--- config.mk ---
export PLATFORM = sky130hd
export DESIGN_NAME = ro_edge_counter
export DESIGN_NICKNAME = d
export VERILOG_FILES = /design/src/rtl/ro_edge_counter.sv
export SDC_FILE = /design/constraint.sdc
export NUM_CORES = 1
export LEC_CHECK = 0
export ABC_AREA = 1
export BUFFER_PORTS_ARGS = -buffer_cell sky130_fd_sc_hd__buf_2
export CORE_MARGIN = 5
export CORE_UTILIZATION = 35
export CTS_BUF_LIST = sky130_fd_sc_hd__clkbuf_2
export DETAILED_ROUTE_END_ITERATION = 12
export PLACE_DENSITY = 0.51
export RECOVER_POWER = 25
export SLEW_MARGIN = 40
export SYNTH_ARGS = -nofsm -noshare
export SYNTH_HDL_FRONTEND = slang
export SYNTH_SLANG_ARGS = --single-unit
--- constraint.sdc ---
create_clock -name CLK -period 1.9 [get_ports CLK]
set_input_delay 0.38 -clock CLK [delete_from_list [all_inputs] [get_ports CLK]]
set_output_delay 0.38 -clock CLK [all_outputs]
set_load 0.005 [all_outputs]
--- src/rtl/ro_edge_counter.sv ---
// Ring-oscillator edge counter: synchronises osc_in and counts its rising edges over a
// programmable window of CLK cycles. Define RO_EDGE_CNT_SAT_EN to saturate the count (default wraps).
`timescale 1ns/1ps

module ro_edge_counter #(
  parameter int unsigned COUNT_W = 16,
  parameter int unsigned WIN_W   = 12
) (
  input  logic               CLK,
  input  logic               RN,
  input  logic               osc_in,
  input  logic               start,
  input  logic [WIN_W-1:0]   win_len,
  output logic               busy,
  output logic               valid,
  input  logic               ready,
  output logic [COUNT_W-1:0] count,
  output logic               overflow
);

  typedef enum logic [1:0] {StIdle, StArm, StMeasure, StHold} state_e;

  state_e               state_q, state_d;
  logic                 s1_q, s2_q, s3_q;
  logic                 arm_q, arm_d;
  logic [WIN_W-1:0]     win_q, win_d;
  logic [WIN_W-1:0]     rem_q, rem_d;
  logic [COUNT_W-1:0]   count_q, count_d;
  logic                 overflow_q, overflow_d;
  logic                 busy_q, busy_d;
  logic                 valid_q, valid_d;
  logic                 edge_evt;
`ifndef RO_EDGE_CNT_SAT_EN
  logic [COUNT_W:0]     count_inc;
`endif

  assign edge_evt = s2_q & ~s3_q;

  always_comb begin
    state_d    = state_q;
    arm_d      = arm_q;
    win_d      = win_q;
    rem_d      = rem_q;
    count_d    = count_q;
    overflow_d = overflow_q;
    busy_d     = busy_q;
    valid_d    = valid_q;
`ifndef RO_EDGE_CNT_SAT_EN
    count_inc  = {1'b0, count_q} + {{COUNT_W{1'b0}}, 1'b1};
`endif
    case (state_q)
      StIdle: begin
        if (start) begin
          state_d    = StArm;
          arm_d      = 1'b0;
          win_d      = win_len;
          count_d    = '0;
          overflow_d = 1'b0;
          busy_d     = 1'b1;
        end
      end
      StArm: begin
        // Two cycles let stale edges drain out of the synchroniser before counting.
        if (!arm_q) begin
          arm_d = 1'b1;
        end else if (win_q == '0) begin
          state_d = StHold;
          valid_d = 1'b1;
        end else begin
          state_d = StMeasure;
          rem_d   = win_q;
        end
      end
      StMeasure: begin
        if (edge_evt) begin
`ifdef RO_EDGE_CNT_SAT_EN
          if (count_q == {COUNT_W{1'b1}}) begin
            overflow_d = 1'b1;
          end else begin
            count_d = count_q + {{(COUNT_W-1){1'b0}}, 1'b1};
          end
`else
          count_d = count_inc[COUNT_W-1:0];
          if (count_inc[COUNT_W]) begin
            overflow_d = 1'b1;
          end
`endif
        end
        rem_d = rem_q - {{(WIN_W-1){1'b0}}, 1'b1};
        if (rem_q == {{(WIN_W-1){1'b0}}, 1'b1}) begin
          state_d = StHold;
          valid_d = 1'b1;
        end
      end
      StHold: begin
        if (ready) begin
          state_d = StIdle;
          valid_d = 1'b0;
          busy_d  = 1'b0;
        end
      end
      default: begin
        state_d = StIdle;
        valid_d = 1'b0;
        busy_d  = 1'b0;
      end
    endcase
  end

  always_ff @(posedge CLK or negedge RN) begin
    if (!RN) begin
      state_q    <= StIdle;
      s1_q       <= 1'b0;
      s2_q       <= 1'b0;
      s3_q       <= 1'b0;
      arm_q      <= 1'b0;
      win_q      <= '0;
      rem_q      <= '0;
      count_q    <= '0;
      overflow_q <= 1'b0;
      busy_q     <= 1'b0;
      valid_q    <= 1'b0;
    end else begin
      state_q    <= state_d;
      s1_q       <= osc_in;
      s2_q       <= s1_q;
      s3_q       <= s2_q;
      arm_q      <= arm_d;
      win_q      <= win_d;
      rem_q      <= rem_d;
      count_q    <= count_d;
      overflow_q <= overflow_d;
      busy_q     <= busy_d;
      valid_q    <= valid_d;
    end
  end

  assign busy     = busy_q;
  assign valid    = valid_q;
  assign count    = count_q;
  assign overflow = overflow_q;

endmodule

# After elaboration in Yosys (flattened, before gate mapping)

Index checks and enable logic that the tools add are counted.
Widths: inputs -> output; s select.

Bitwise gates (word level): 2
Reductions and logical operators: 15
Add/sub/neg operators: 2
Equality and inequality tests: 12
Mux-type cells: 24

Operators with widths:

| kind                  | count |
|---|---|
| $mux 16               | 2 |
| $pmux 16 s2           | 1 |
| $mux 12               | 2 |
| $pmux 12 s2           | 1 |
| $add 16x1->17 const B | 1 |
| $ne 2x2->1 const B    | 8 |
| $eq 12x1->1 const B   | 1 |
| $logic_not 12->1      | 1 |
| $sub 12x1->12 const B | 1 |
| $mux 1                | 9 |
| $reduce_and 3->1      | 3 |
| $mux 2                | 4 |
| $pmux 2 s4            | 1 |
| $reduce_and 4->1      | 2 |
| $reduce_bool 2->1     | 4 |
| $pmux 1 s2            | 3 |
| $reduce_and 5->1      | 1 |
| $eq 2x2->1 const B    | 2 |
| $reduce_and 2->1      | 2 |
| $pmux 1 s3            | 1 |
| $reduce_bool 3->1     | 1 |
| $eq 2x1->1 const B    | 1 |
| $logic_not 2->1       | 1 |
| $and 1x1->1           | 1 |
| $not 1->1             | 1 |

Logic and storage cells: 66
Bits in registers: 49

# Longest topological paths before layout

Gate-level depths: netlist of run 1.

Word-level depth: 4
Mapped depth: 11

# Least setup slack after synthesis of run 1

No wires, ideal clock.

Path type: register to register
From: register state_q[0]
To: register count_q[13], in the netlist count[13]
Arrival time: 1484 ps
Path buffers: 2
Setup slack: 299 ps
Clock period less this slack: 1601 ps
Cell stages (with the launch flop): 12
Cell sequence: dfrtp_1 > inv_1 > ha_1 > buf_4 > inv_4 > a21oi_2 > nand2_2 > buf_6 > nor3_4 > nand2_1 > nand2_1 > nor2_1

Longest elaborated chain between the ends: 3
Elaborated cells between the ends (all ways): 7
Those cells by class: eq/ne: 3; mux: 1; reduce/logical: 3

Ends and longest elaborated chain:

| element                                                   | line | text |
|---|---|---|
| start, declared                                           | 23   | `state_e state_q, state_d;` |
| start signal, assigned                                    | 112  | `state_q <= StIdle;` |
| start signal, assigned                                    | 124  | `state_q <= state_d;` |
| $eq 2x2->1 or $logic_not 2->1 (tied branches)             | 51   | `case (state_q)` |
| $ne 2x2->1 (no line) or $reduce_bool 2->1 (tied branches) | --   |  |
| $reduce_and 3->1 (no line)                                | --   |  |
| end signal, assigned                                      | 131  | `count_q <= count_d;` |
| end, declared                                             | 28   | `logic [COUNT_W-1:0] count_q, count_d;` |

Several ways; a longest one is shown, not always the timed one.
A chain may end at the register's enable or synchronous reset.

# Worst setup path in the final report of run 1

From: register state_q[0]
To: register count_q[9], in the netlist count[9]

The elaborated chain is that of the path after synthesis.

==> results.yml, run 1 <==
run_status:
  status: "finished, final reports clean"
clock_network:
  clock-sinks: 49
  tritoncts: "done"
  cts_htree_levels: 2
  clockBufferDepth: 2
  cts.clk_slew.worst_paths_ns: 0.25
  numCtsBuffers: 5
  clk-insertion-delay-late_ns: 0.42
  cts_root_buffer: "clkbuf_2"
yosys:
  synthDominantCellAreaShare_pct: 43.9
  synthFlopType: "dfrtp_1"
  async_flop_share_pct: 100
  yosys-top-cells-area: "dfrtp_1, nand2_1, inv_1"
  synth-seq-area-share_pct: 43.9
  syn-num-nets: 413
  syn_area_mm2: 0.00279
  synth_cell_types: 27
  synth_cells: 388
  synth_enable_flop_cells: 0
  yosysWarnings: 0
  avgSynthCellArea_um2: 7.20
  synth-seq-cells: 49
  yosysTopAreaCell: "dfrtp_1"
floorplan:
  io-pin-count: 36
  die-area_mm2: 0.00987
  core_mm2: 0.00777
  rows: 32
  die_x_um: 99.3
  start_util_pct: 36.0
  dieHeight_um: 99.3
placement:
  dp_slack_ns: 0.105
  dp_hpwl_um: 5000
  place.gp.congestion: 0.791
  place.port_buffers: 35
grt:
  antenna_found_initial: 0
  grt.total_usage_pct: 13.8
  grt_pass1_wl_um: 11200
  grt_pass1_vias: 2327
  grt_max_degree: 30
  overflow: 0
sta:
  tightest_slew_ns: 1.27
  fmax_mhz: 573
  rsz0062_at_grt: "no"
  slew_violations: 0
  setup_viol: 0
  skew_ns: 0.0140
  max_slew_margin_pct: 15.6
  setup_slack_ns: 0.155
  hold_slack_ns: 0.125
  final.min_clock_period_ns: 1.74
  final.period_utilization_pct: 91.8
  setup_tns_ns: 0
  hold_viol_final: 0
power:
  leakage_nw: 1.62
  irDropWorstVdd_uv: 650
  p_per_area_mw_per_mm2: 1320
cells_and_area:
  final_layout_size_suffix_gt1_share_pct: 17.3
  antenna_cells: 0
  final_nets: 459
  syn2layout_area_growth_pct: 15.2
drt:
  wire_per_inst_um: 12.0
  drc: 0
  num_vias: 2496
  detail-route-antenna-nets: 0
  firstDrtPassIters: 4
  drt_iter0_markers: 150
  wl_um: 6440
  via_per_inst: 4.66
worst_setup_path:
  crit_path_end_kind: "flop"
  cp-start-kind: "flop"
  worstPathArrival_ns: 2.12
  critPathKind: "flop to flop"
  cp.required_ns: 2.27
  cp_max_fo: 8
hold_path:
  hold_path.class: "input pin to flop"
run:
  drv_cap: 0
[final cells by class]
type                    instances  area (um2)
fillers                       841        4550
inverters                      55         209
multi-input cells             275        1330
flip-flops and latches         49        1230
well taps                     102         128
clock inverters                 2        11.3
clock buffers                   5        25.0
repair buffers                 48         289
[power breakdown]
group / switching, mW / leakage, nW / internal (mW)
Combinational: 1.40 / 0.970 / 0.791
Sequential: 0.257 / 0.628 / 1.38
Clock: 0.333 / 0.0225 / 0.0792
Total: 1.99 / 1.62 / 2.25
[synth_stat cells, drive strengths merged (4+ instances only)]
master / instances
nand2: 113
inv: 54
nor2: 51
dfrtp: 49
o21ai: 39
nand3: 26
a21oi: 14
nand4: 10
ha: 8
nor3: 6
clkbuf: 5
buf: 4
[layer usage]
metal | vias to the layer above | wire length (um) | track usage (%)
met3 | 6 | 273 | 2.81
li1 | 1321 | - | -
met4 | 0 | 63 | 2.84
met1 | 1129 | 3270 | 20.4
met5 | - | 0 | 0
met2 | 40 | 2840 | 20.9
[stage by stage]
stage	cell area (um2)	utilization, %	power (mW)	cells
finish	3220	41.4	4.24	536
global route	3220	41.4	4.73	536
CTS	3180	41.0	4.23	534
detailed placement	3140	40.4	3.80	526
global placement	3140	40.4	3.79	526
floorplan	2790	-	3.18	388
[registers in the layout (all words and copies together) (netlist names)]
register and cells:
busy 1, overflow 1, count 16, win_q 12, s1_q 1, state_q 2, valid 1, s3_q 1
s2_q 1, rem_q 12, arm_q 1
[worst max-delay path: stages (launching register included)]
cell,delay (ns)
dfrtp_1,0.48
inv_2,0.08
ha_1,0.22
inv_2,0.08
nor2_1,0.06
a21oi_2,0.19
nand2_4,0.14
nor2_2,0.18
nand2_1,0.09
nand2_1,0.06
nand2_1,0.04
nor2_1,0.08
[cell usage in the layout (no fill, tap or decap), types with 2 or more instances in the layout]
master,instances
nand4_1,10
inv_1,49
o21ai_0,37
inv_2,5
nor2_2,4
or2_2,2
nand2_1,108
ha_2,2
nand2_2,4
a21oi_1,13
nand3_1,25
buf_2,34
clkbuf_2,5
ha_1,6
buf_4,10
nor2_1,46
dlygate4sd3_1,2
o22ai_1,3
dfrtp_1,49
nor3_1,4
o21ai_1,2
nor3_4,2
[repair_timing]
action,CTS,global route
resized for setup,0,12
setup buffers,0,1
endpoints found under the hold margin,20,1
setup endpoints to repair,0,23
hold buffers,1,1
[worst paths after layout]
| kind | startpoint | to | slack [ns] | cells past startpoint |
|---|---|---|---|---|
| max | state_q[0]$_DFFE_PN0P_ | count[9]$_DFFE_PN0P_ | 0.16 | 11 |
| min | win_len[8] | win_q[8]$_DFFE_PN0P_ | 0.12 | 3 |
| max reg2reg | state_q[0]$_DFFE_PN0P_ | count[9]$_DFFE_PN0P_ | 0.16 | 11 |
| min reg2reg | s1_q$_DFF_PN0_ | s2_q$_DFF_PN0_ | 0.38 | 0 |
| max in group asynchronous | RN | count[13]$_DFFE_PN0P_ | 0.43 | 3 |
| min in group asynchronous | RN | count[1]$_DFFE_PN0P_ | 0.72 | 2 |
[cell families (layout without fill, tap and decap cells)]
| logic type | count (synthesis) | after routing | synth area share [%] |
|---|---|---|---|
| and+or+nand+nor | 209 | 209 | 32.4 |
| adders and majority gates | 8 | 8 | 3.58 |
| buffers and inverters | 64 | 110 | 9.18 |
| xor gates and xnor gates | 1 | 1 | 0.314 |
| AOI/OAI and AO/OA | 57 | 57 | 10.6 |
| DFF | 49 | 49 | 43.9 |
Note: power is estimated with default switching activity, not from simulation.
==> run 2, diff against run 1 <==
--- a/config.mk
+++ b/config.mk
@@ -13,6 +13,7 @@
 export DETAILED_ROUTE_END_ITERATION = 12
 export PLACE_DENSITY = 0.51
 export RECOVER_POWER = 25
+export SKIP_LAST_GASP = 1
 export SLEW_MARGIN = 40
 export SYNTH_ARGS = -nofsm -noshare
 export SYNTH_HDL_FRONTEND = slang
==> constraint.sdc (replaced) <==
create_clock -name CLK -period 1.77 [get_ports CLK]
set_input_delay 0.354 -clock CLK [delete_from_list [all_inputs] [get_ports CLK]]
set_output_delay 0.354 -clock CLK [all_outputs]
set_load 0.005 [all_outputs]
==> run 2 against run 1 <==
Via count up 0.68%. Count of clock-buffer cells in the layout unchanged. Global-route usage up 0.35 points. Register-to-register slack worse by 0.06 ns. Clock power up 21%. Die area unchanged. Clock skew up 0.023 ns. Fmax up 3.9%. Critical path depth down 3. Hold slack worse by 0.046 ns. Core utilization up 0.84 points. Critical path type unchanged.
==> results.yml, run 2 (synthesis gave the netlist of run 1 again) <==
placement:
  dp_slack_ns: -0.0219
  place.port_buffers: 35
  dp_hpwl_um: 4900
  place.gp.congestion: 0.788
  placed_cells: 526
  dpl-instance-area_mm2: 0.00316
sta:
  max_slew_margin_pct: 15.4
  final.min_clock_period_ns: 1.68
  setup_slack_ns: 0.0906
  setup_tns_ns: 0
  skew_ns: 0.0369
  setup_viol: 0
  slew_violations: 0
  rsz0062_at_grt: "yes"
  final.period_utilization_pct: 94.9
  tightest_slew_ns: 1.27
  fmax_mhz: 595
  hold_viol_final: 0
floorplan:
  dieHeight_um: 99.3
  die-area_mm2: 0.00987
  rows: 32
  die_x_um: 99.3
  core_mm2: 0.00777
  start_util_pct: 36.0
  io-pin-count: 36
worst_setup_path:
  ff2ff_path_depth: 8
  rrSetupSlack_ns: 0.09
  cp-startpoint: "state_q[1]$_DFFE_PN0P_"
  crit_path_end: "count[3]$_DFFE_PN0P_"
  crit_path_end_kind: "flop"
  rr_endpoint: "count[3]$_DFFE_PN0P_"
  r2r-start: "state_q[1]$_DFFE_PN0P_"
  cp.required_ns: 2.11
  cp-start-kind: "flop"
  worstPathArrival_ns: 2.02
  cp_max_fo: 10
  critPathKind: "flop to flop"
cells_and_area:
  final_nets: 463
  syn2layout_area_growth_pct: 17.6
  design_area_mm2: 0.00328
  largest_register_ffs: 16
  num-fill-cells: 843
  multiInputGateArea_mm2: 0.00134
  final_cell_mix: "nand2_1, dfrtp_1, inv_1, nor2_1, o21ai_0"
  finalNonFillerCells: 541
  final_common_cell: "nand2_1"
  final_layout_size_suffix_gt1_share_pct: 19.1
  antenna_cells: 0
  regArea_mm2: 0.00123
clock_network:
  clock-sinks: 49
  cts_htree_levels: 2
  tritoncts: "done"
  cts_root_buffer: "clkbuf_2"
  cts.clk_slew.worst_paths_ns: 0.27
  clockBufferDepth: 2
  numCtsBuffers: 5
  clk-insertion-delay-late_ns: 0.45
grt:
  antenna_found_initial: 0
  grt_pass1_wl_um: 11500
  grt_pass1_vias: 2402
  grt.total_usage_pct: 14.1
  overflow: 0
  grt_max_degree: 50
hold_path:
  hold_path.class: "input pin to flop"
  hold_path_startpoint: "win_len[8]"
drt:
  drc: 0
  wl_um: 6730
  num_vias: 2513
  drt_iter0_markers: 117
  wire_per_inst_um: 12.4
  detail-route-antenna-nets: 0
  via_per_inst: 4.65
  firstDrtPassIters: 4
power:
  irDropWorstVdd_uv: 723
  p_per_area_mw_per_mm2: 1480
  leakage_nw: 1.64
run_status:
  status: "finished, final reports clean"
run:
  drv_cap: 0
run 2: worst min-delay path by stage:
stage,cells past startpoint,endpoint
6_report,3,win_q[8]$_DFFE_PN0P_
5_1_grt,3,win_q[8]$_DFFE_PN0P_
4_1_cts,3,win_q[8]$_DFFE_PN0P_
3_5_place_dp,0,s2_q$_DFF_PN0_
3_3_place_gp,0,s2_q$_DFF_PN0_
2_1_floorplan,0,arm_q$_DFFE_PN0P_
run 2: worst max-delay path, stage by stage, from the launching register on:
cell and delay, ns:
dfrtp_1 0.46, buf_4 0.15, ha_2 0.20, buf_4 0.18
nor2_1 0.19, clkinv_1 0.09, buf_4 0.18, o21ai_0 0.08
a21oi_1 0.05
run 2: what timing repair did:
action,in CTS,in global routing
cloned,0,0
resized for setup,0,15
hold buffers,2,0
endpoints found under the hold margin,50,0
buffers inserted,4,1
endpoints found under the setup margin,7,29
pin swaps,0,2
run 2: routing by layer:
layer | global-route usage [%] | wire length (um) | up-vias
li1 | - | - | 1334
met1 | 20.2 | 3490 | 1140
met2 | 22.3 | 2960 | 34
met3 | 2.95 | 219 | 5
met4 | 2.84 | 60 | 0
met5 | 0 | 0 | -
run 2: power breakdown:
group          switching, mW  internal (mW)  leakage (nW)
clock                  0.396          0.102        0.0310
combinational           1.59           1.01         0.986
sequential             0.274           1.48         0.628
run 2: through the flow:
stage / hold WS [ns] / power (mW) / util, %
floorplan: 0.0584 / 3.41 / -
global placement: 0.333 / 4.21 / 40.7
detailed placement: 0.347 / 4.24 / 40.7
CTS: 0.0483 / 4.82 / 41.9
global route: 0.0136 / 5.33 / 42.3
finish: 0.0785 / 4.85 / 42.3
run 2: final cells by class:
cell class,count,area share [%]
Clock buffer,5,0.762
Clock inverter,3,0.648
Inverter,55,6.48
Sequential cell,49,37.3
Timing Repair Buffer,52,10.1
Multi-Input combinational cell,275,40.8
Tap cell,102,3.89
